[src/rtl/pwm_pkg.sv]
// Shared encodings for the multi-channel PWM: counting modes and counter direction.
package pwm_pkg;

  localparam logic MODE_EDGE   = 1'b0;
  localparam logic MODE_CENTER = 1'b1;

  typedef enum logic {
    DIR_UP   = 1'b0,
    DIR_DOWN = 1'b1
  } dir_e;

endpackage

[src/rtl/pwm_ch.sv]
// One PWM channel: registered compare of the shared counter against this channel's
// duty, with polarity inversion; parks at the inactive level while disabled.
module pwm_ch
  import pwm_pkg::*;
#(
  parameter int DW = 8
) (
  input  logic          i_clk,
  input  logic          i_rst_n,
  input  logic          i_en,
  input  logic [DW-1:0] i_cnt,
  input  logic [DW-1:0] i_duty,
  input  logic          i_pol,
  output logic          o_pwm
);

  logic w_level;
  logic r_pwm;

  always_comb begin
    w_level = i_pol;
    if (i_en) begin
      w_level = (i_cnt < i_duty) ^ i_pol;
    end else begin
      w_level = i_pol;
    end
  end

  always_ff @(posedge i_clk or negedge i_rst_n) begin
    if (!i_rst_n) begin
      r_pwm <= 1'b0;
    end else begin
      r_pwm <= w_level;
    end
  end

  assign o_pwm = r_pwm;

endmodule

[src/rtl/pwm_multi.sv]
// Multi-channel PWM: shared prescaler and edge/center-aligned counter with a
// shadowed configuration that only switches at period boundaries (or while idle).
module pwm_multi
  import pwm_pkg::*;
#(
  parameter int DW  = 8,
  parameter int NCH = 4,
  parameter int PSW = 8
) (
  input  logic              clk,
  input  logic              rst_n,
  input  logic              en,
  input  logic              mode,
  input  logic [PSW-1:0]    prescale,
  input  logic [DW-1:0]     period,
  input  logic [NCH*DW-1:0] duty,
  input  logic [NCH-1:0]    pol,
  input  logic              load,
  output logic [NCH-1:0]    pwm,
  output logic [DW-1:0]     cnt,
  output logic              period_end,
  output logic              load_ack
);

  localparam logic [DW-1:0]  CNT_ONE = {{(DW-1){1'b0}}, 1'b1};
  localparam logic [PSW-1:0] PSC_ONE = {{(PSW-1){1'b0}}, 1'b1};

  logic              r_pend_vld;
  logic              r_pend_mode, r_act_mode;
  logic [PSW-1:0]    r_pend_psc, r_act_psc, r_psc;
  logic [DW-1:0]     r_pend_per, r_act_per, r_cnt;
  logic [NCH*DW-1:0] r_pend_duty, r_act_duty;
  logic [NCH-1:0]    r_pend_pol, r_act_pol;
  dir_e              r_dir;
  logic              r_pe, r_ack;

  logic              w_tick, w_bnd, w_apply, w_use_in;
  logic [DW-1:0]     w_cnt_nxt;
  dir_e              w_dir_nxt;
  logic              w_src_mode;
  logic [PSW-1:0]    w_src_psc;
  logic [DW-1:0]     w_src_per;
  logic [NCH*DW-1:0] w_src_duty;
  logic [NCH-1:0]    w_src_pol;

  assign w_tick   = en && (r_psc == r_act_psc);
  assign w_bnd    = w_tick && (w_cnt_nxt == '0);
  assign w_apply  = en ? (w_bnd && (load || r_pend_vld)) : r_pend_vld;
  assign w_use_in = en && load;

  // Counter step; >= guards keep a held count above a newly shrunk top in range.
  always_comb begin
    w_cnt_nxt = r_cnt;
    w_dir_nxt = r_dir;
    if (r_act_per == '0) begin
      w_cnt_nxt = '0;
      w_dir_nxt = DIR_UP;
    end else if (r_act_mode == MODE_EDGE) begin
      w_cnt_nxt = (r_cnt >= r_act_per) ? '0 : (r_cnt + CNT_ONE);
      w_dir_nxt = DIR_UP;
    end else if ((r_dir == DIR_UP) && (r_cnt < r_act_per)) begin
      w_cnt_nxt = r_cnt + CNT_ONE;
      w_dir_nxt = DIR_UP;
    end else if (r_cnt == '0) begin
      w_cnt_nxt = '0;
      w_dir_nxt = DIR_UP;
    end else begin
      w_cnt_nxt = r_cnt - CNT_ONE;
      w_dir_nxt = (r_cnt == CNT_ONE) ? DIR_UP : DIR_DOWN;
    end
  end

  always_comb begin
    w_src_mode = r_pend_mode;
    w_src_psc  = r_pend_psc;
    w_src_per  = r_pend_per;
    w_src_duty = r_pend_duty;
    w_src_pol  = r_pend_pol;
    if (w_use_in) begin
      w_src_mode = mode;
      w_src_psc  = prescale;
      w_src_per  = period;
      w_src_duty = duty;
      w_src_pol  = pol;
    end else begin
      w_src_mode = r_pend_mode;
      w_src_psc  = r_pend_psc;
      w_src_per  = r_pend_per;
      w_src_duty = r_pend_duty;
      w_src_pol  = r_pend_pol;
    end
  end

  always_ff @(posedge clk or negedge rst_n) begin
    if (!rst_n) begin
      r_psc <= '0;
      r_cnt <= '0;
      r_dir <= DIR_UP;
      r_pe  <= 1'b0;
    end else begin
      if (!en || w_tick) begin
        r_psc <= '0;
      end else begin
        r_psc <= r_psc + PSC_ONE;
      end
      if (w_apply && (w_src_mode != r_act_mode)) begin
        r_cnt <= '0;
        r_dir <= DIR_UP;
      end else if (w_tick) begin
        r_cnt <= w_cnt_nxt;
        r_dir <= w_dir_nxt;
      end else begin
        r_cnt <= r_cnt;
        r_dir <= r_dir;
      end
      r_pe <= w_bnd;
    end
  end

  // Shadow registers: a load at a boundary bypasses the pending set entirely.
  always_ff @(posedge clk or negedge rst_n) begin
    if (!rst_n) begin
      r_pend_vld  <= 1'b0;
      r_pend_mode <= MODE_EDGE;
      r_pend_psc  <= '0;
      r_pend_per  <= '0;
      r_pend_duty <= '0;
      r_pend_pol  <= '0;
      r_act_mode  <= MODE_EDGE;
      r_act_psc   <= '0;
      r_act_per   <= '0;
      r_act_duty  <= '0;
      r_act_pol   <= '0;
      r_ack       <= 1'b0;
    end else begin
      if (load) begin
        r_pend_mode <= mode;
        r_pend_psc  <= prescale;
        r_pend_per  <= period;
        r_pend_duty <= duty;
        r_pend_pol  <= pol;
      end
      if (load && !(w_apply && en)) begin
        r_pend_vld <= 1'b1;
      end else if (w_apply) begin
        r_pend_vld <= 1'b0;
      end else begin
        r_pend_vld <= r_pend_vld;
      end
      if (w_apply) begin
        r_act_mode <= w_src_mode;
        r_act_psc  <= w_src_psc;
        r_act_per  <= w_src_per;
        r_act_duty <= w_src_duty;
        r_act_pol  <= w_src_pol;
      end
      r_ack <= w_apply;
    end
  end

  for (genvar g = 0; g < NCH; g++) begin : g_ch
    pwm_ch #(.DW(DW)) u_ch (
      .i_clk   (clk),
      .i_rst_n (rst_n),
      .i_en    (en),
      .i_cnt   (r_cnt),
      .i_duty  (r_act_duty[g*DW +: DW]),
      .i_pol   (r_act_pol[g]),
      .o_pwm   (pwm[g])
    );
  end

  assign cnt        = r_cnt;
  assign period_end = r_pe;
  assign load_ack   = r_ack;

endmodule

[config.mk]
export PLATFORM = sky130hd
export DESIGN_NAME = pwm_multi
export DESIGN_NICKNAME = d
export VERILOG_FILES = /design/src/rtl/pwm_pkg.sv /design/src/rtl/pwm_ch.sv /design/src/rtl/pwm_multi.sv
export SDC_FILE = /design/constraint.sdc
export NUM_CORES = 1
export LEC_CHECK = 0
export CORE_UTILIZATION = 30
export CTS_CLUSTER_SIZE = 30
export DETAILED_ROUTE_END_ITERATION = 10
export HOLD_SLACK_MARGIN = 0.05
export PLACE_DENSITY = 0.45
export SYNTH_ARGS = -nofsm -noshare
export SYNTH_HDL_FRONTEND = slang
export SYNTH_HIERARCHICAL = 1
export SYNTH_SLANG_ARGS = --single-unit
[constraint.sdc]
create_clock -name clk -period 5.6 [get_ports clk]
set_input_delay 1.4 -clock clk [delete_from_list [all_inputs] [get_ports clk]]
set_output_delay 1.4 -clock clk [all_outputs]
set_load 0.01 [all_outputs]
==> metrics.txt <==
Setup violations, final 0; Async SR Flop Fraction 100.0%; number of hold buffers added after cts 0; WL/cell 17.23 µm; Pleak 4.065 nW; Max Cap Viol 0; unrepaired setup endpoints after global routing false; critical path cell sequence inv_1, ha_1, nor2b_1, nor2b_1, or4_1, a222oi_1, o21ai_0, nand4b_1, a211o_2, a22oi_1; Most used DFF post-synth dfrtp_1; synthesized area 7302 µm²; ANT nets after route 0; CTS tree done; initial antenna violation count 0; I/O Buffers 70; Max Fanout on Critical Path 45; first-pass GRT wire length 30370 µm; Reg2Reg Setup Slack 1700 ps; Syn. warnings 6; Worst Hold Class flop to flop; synth unique cells 51; CTS Buf Count 17; Worst setup EP type flop; Setup Total Neg Slack 0 ps; P&R area growth vs syn 21.01%; synthesized area per cell 10.88 µm²; CP dominant cell by count nor2b_1; Worst Path Arrival 4150 ps; count of pins over their slew limit 0; CP Data Required Time 5850 ps; CTS max path bufs 2; placed wire-length estimate 11930 µm; GRT Total Usage 16.04%; register area share after synthesis 44.55%; top cell type's share of synthesized area 44.55%; Tcrit/Tclk final 69.60%; core area 23680 µm²; hold_sp r_act_pol[2]; Synth area leader dfrtp_1; initial core utilization 30.83%; Critical path origin cnt[1]; fillers 2383; Final Hold Fails 0; CTS Root Cell clkbuf_16; clk_skew 13.41 ps; Worst path slowest cell dfrtp_1; CP Launch Type flop; via density per instance 5.014; top post-synthesis cells by area dfrtp_1, mux2i_1, mux2_2, ha_1, nor2_1; Clk pin slew, worst setup/hold paths 60 ps; Die Ht 158.0 µm; Post-Route WL 18280 µm; Routability Congestion 0.8828; setup bufs post-CTS 0; PwrDens 296.1 nW/µm²; via count 5320; fin crit period 3898 ps; vias in the first global route 5673; Synth Register Bits 130; Crit Reg-Reg Startpoint cnt[1]; largest net degree at the start of global routing 106; row count 56; EDFF count, synth 0; post-CTS resize count 0; die area 24970 µm²; slowest cell delay on critical path 800 ps; Detailed Route Iter0 Violations 426; share of cells above drive strength 1 16.44%; drt drc 0; IO Pins 71; Setup Crit Path Kind flop to flop; fin nets 827; Post-Syn Nets 769; Die Wd 158.0 µm; Cells after Synth 671; drt pass-1 iters 5; Buf/Inv on CP 1; Final Util 37.31%; clk_lat worst skew 430 ps; Slew @ Worst Pin 1015 ps; total grt overflow 0; Max H-tree Level 4; clk sinks 130; status finished clean; diode count 0; Slew HR 32.35%; fmax 0.2566 GHz; maximum vdd drop 0.0001521 V; CP top delay family compound AO/OA/AOI/OAI gates
[layout by cell type, fill, tap and decap left out, types with 5 or more instances in the layout]
master | synthesis | final
ha_1 | 41 | 41
xor2_1 | 5 | 5
nand2_1 | 14 | 13
nor2b_1 | 8 | 8
mux2_2 | 53 | 53
buf_4 | 1 | 8
nor4_1 | 9 | 9
nor3_1 | 8 | 8
and3_1 | 6 | 6
clkdlybuf4s50_1 | 0 | 68
mux2i_1 | 63 | 63
clkbuf_16 | 0 | 17
o21ai_0 | 13 | 13
inv_1 | 43 | 43
a21o_1 | 5 | 5
nor2_1 | 71 | 70
o21a_1 | 5 | 5
a22oi_1 | 32 | 32
xnor2_1 | 18 | 18
a22oi_2 | 17 | 17
dfrtp_1 | 130 | 130
nand3_1 | 11 | 11
nand2b_1 | 5 | 5
a21oi_1 | 22 | 22
nand4_1 | 9 | 9
[worst paths after layout]
| check | endpoint | cells after the start |
|---|---|---|
| max reg2reg | r_act_psc[1] | 10 |
| min in group asynchronous | r_pend_duty[29] | 1 |
| max | r_act_psc[1] | 10 |
| min | g_ch[2].u_ch/o_pwm | 1 |
| max in group asynchronous | r_psc[3] | 2 |
| min reg2reg | g_ch[2].u_ch/o_pwm | 1 |
[state kept, by name, indices dropped and copies added (netlist names), 4 cells and up]
signal	count
cnt	8
g_ch.u_ch/o_pwm	4
r_act_duty	32
r_act_per	8
r_act_pol	4
r_act_psc	8
r_pend_duty	32
r_pend_per	8
r_pend_pol	4
r_pend_psc	8
r_psc	8
[report_power, final]
group          internal (mW)  leakage, nW  switching [mW]
logic                  0.207         2.27           0.208
clock network          0.633        0.268           0.444
registers               1.05         1.53          0.0699
total                   1.89         4.07           0.722
[area by class of cell]
cell class	count	area, µm²	area share [%]
inverter	43	161.4	1.827
tap	319	399.1	4.517
multi-input combinational	459	3699	41.86
sequential	130	3253	36.82
timing repair buffer	78	757.0	8.567
clock inverter	12	110.1	1.246
clock buffer	20	456.7	5.169
[metal layers]
layer	wire, µm	global-route usage [%]	vias to the layer above
met5	0	0	-
met4	181	5.037	0
met3	757	3.559	17
met2	8831	26.64	125
met1	8513	20.65	2637
li1	-	-	2541
[cell families (layout without fill, tap and decap cells)]
logic type	Yosys count	after routing	share of synthesized area, %
xor gates and xnor gates	23	23	2.759
DFF	130	130	44.55
and+or+nand+nor	152	152	10.04
muxes	116	116	16.81
buffers and inverters	82	153	5.141
AOI/OAI and AO/OA	127	127	13.67
adders and majority gates	41	41	7.025
[worst reg2reg max path, stage by stage (launching register included)]
cell and delay (ps):
dfrtp_1 800, inv_1 190, ha_1 250, nor2b_1 210, nor2b_1 190, or4_1 420, a222oi_1 390, o21ai_0 150
nand4b_1 110, a211o_2 750, a22oi_1 250
[stage by stage]
stage / hold WS, ps / worst slack, ps / total power [mW] / std cells / cell area, µm²
2_1_floorplan: 446.8 / 2514 / 1.404 / 671 / 7302
3_3_place_gp: 464.9 / 1638 / 1.549 / 1029 / 8269
3_5_place_dp: 466.7 / 1539 / 1.564 / 1029 / 8269
4_1_cts: 487.1 / 1637 / 2.668 / 1061 / 8836
5_1_grt: 510.2 / 1257 / 2.771 / 1061 / 8836
6_report: 478.7 / 1703 / 2.617 / 1061 / 8836
[cell usage after synthesis, types with 14 or more instances]
cell type,n
clkbuf_1,22
mux2_2,53
ha_1,41
inv_1,43
xnor2_1,18
dfrtp_1,130
nor2_1,71
a22oi_1,32
mux2i_1,63
a21oi_1,22
nand2_1,14
a22oi_2,17
Power figures use the tool's default switching activity.
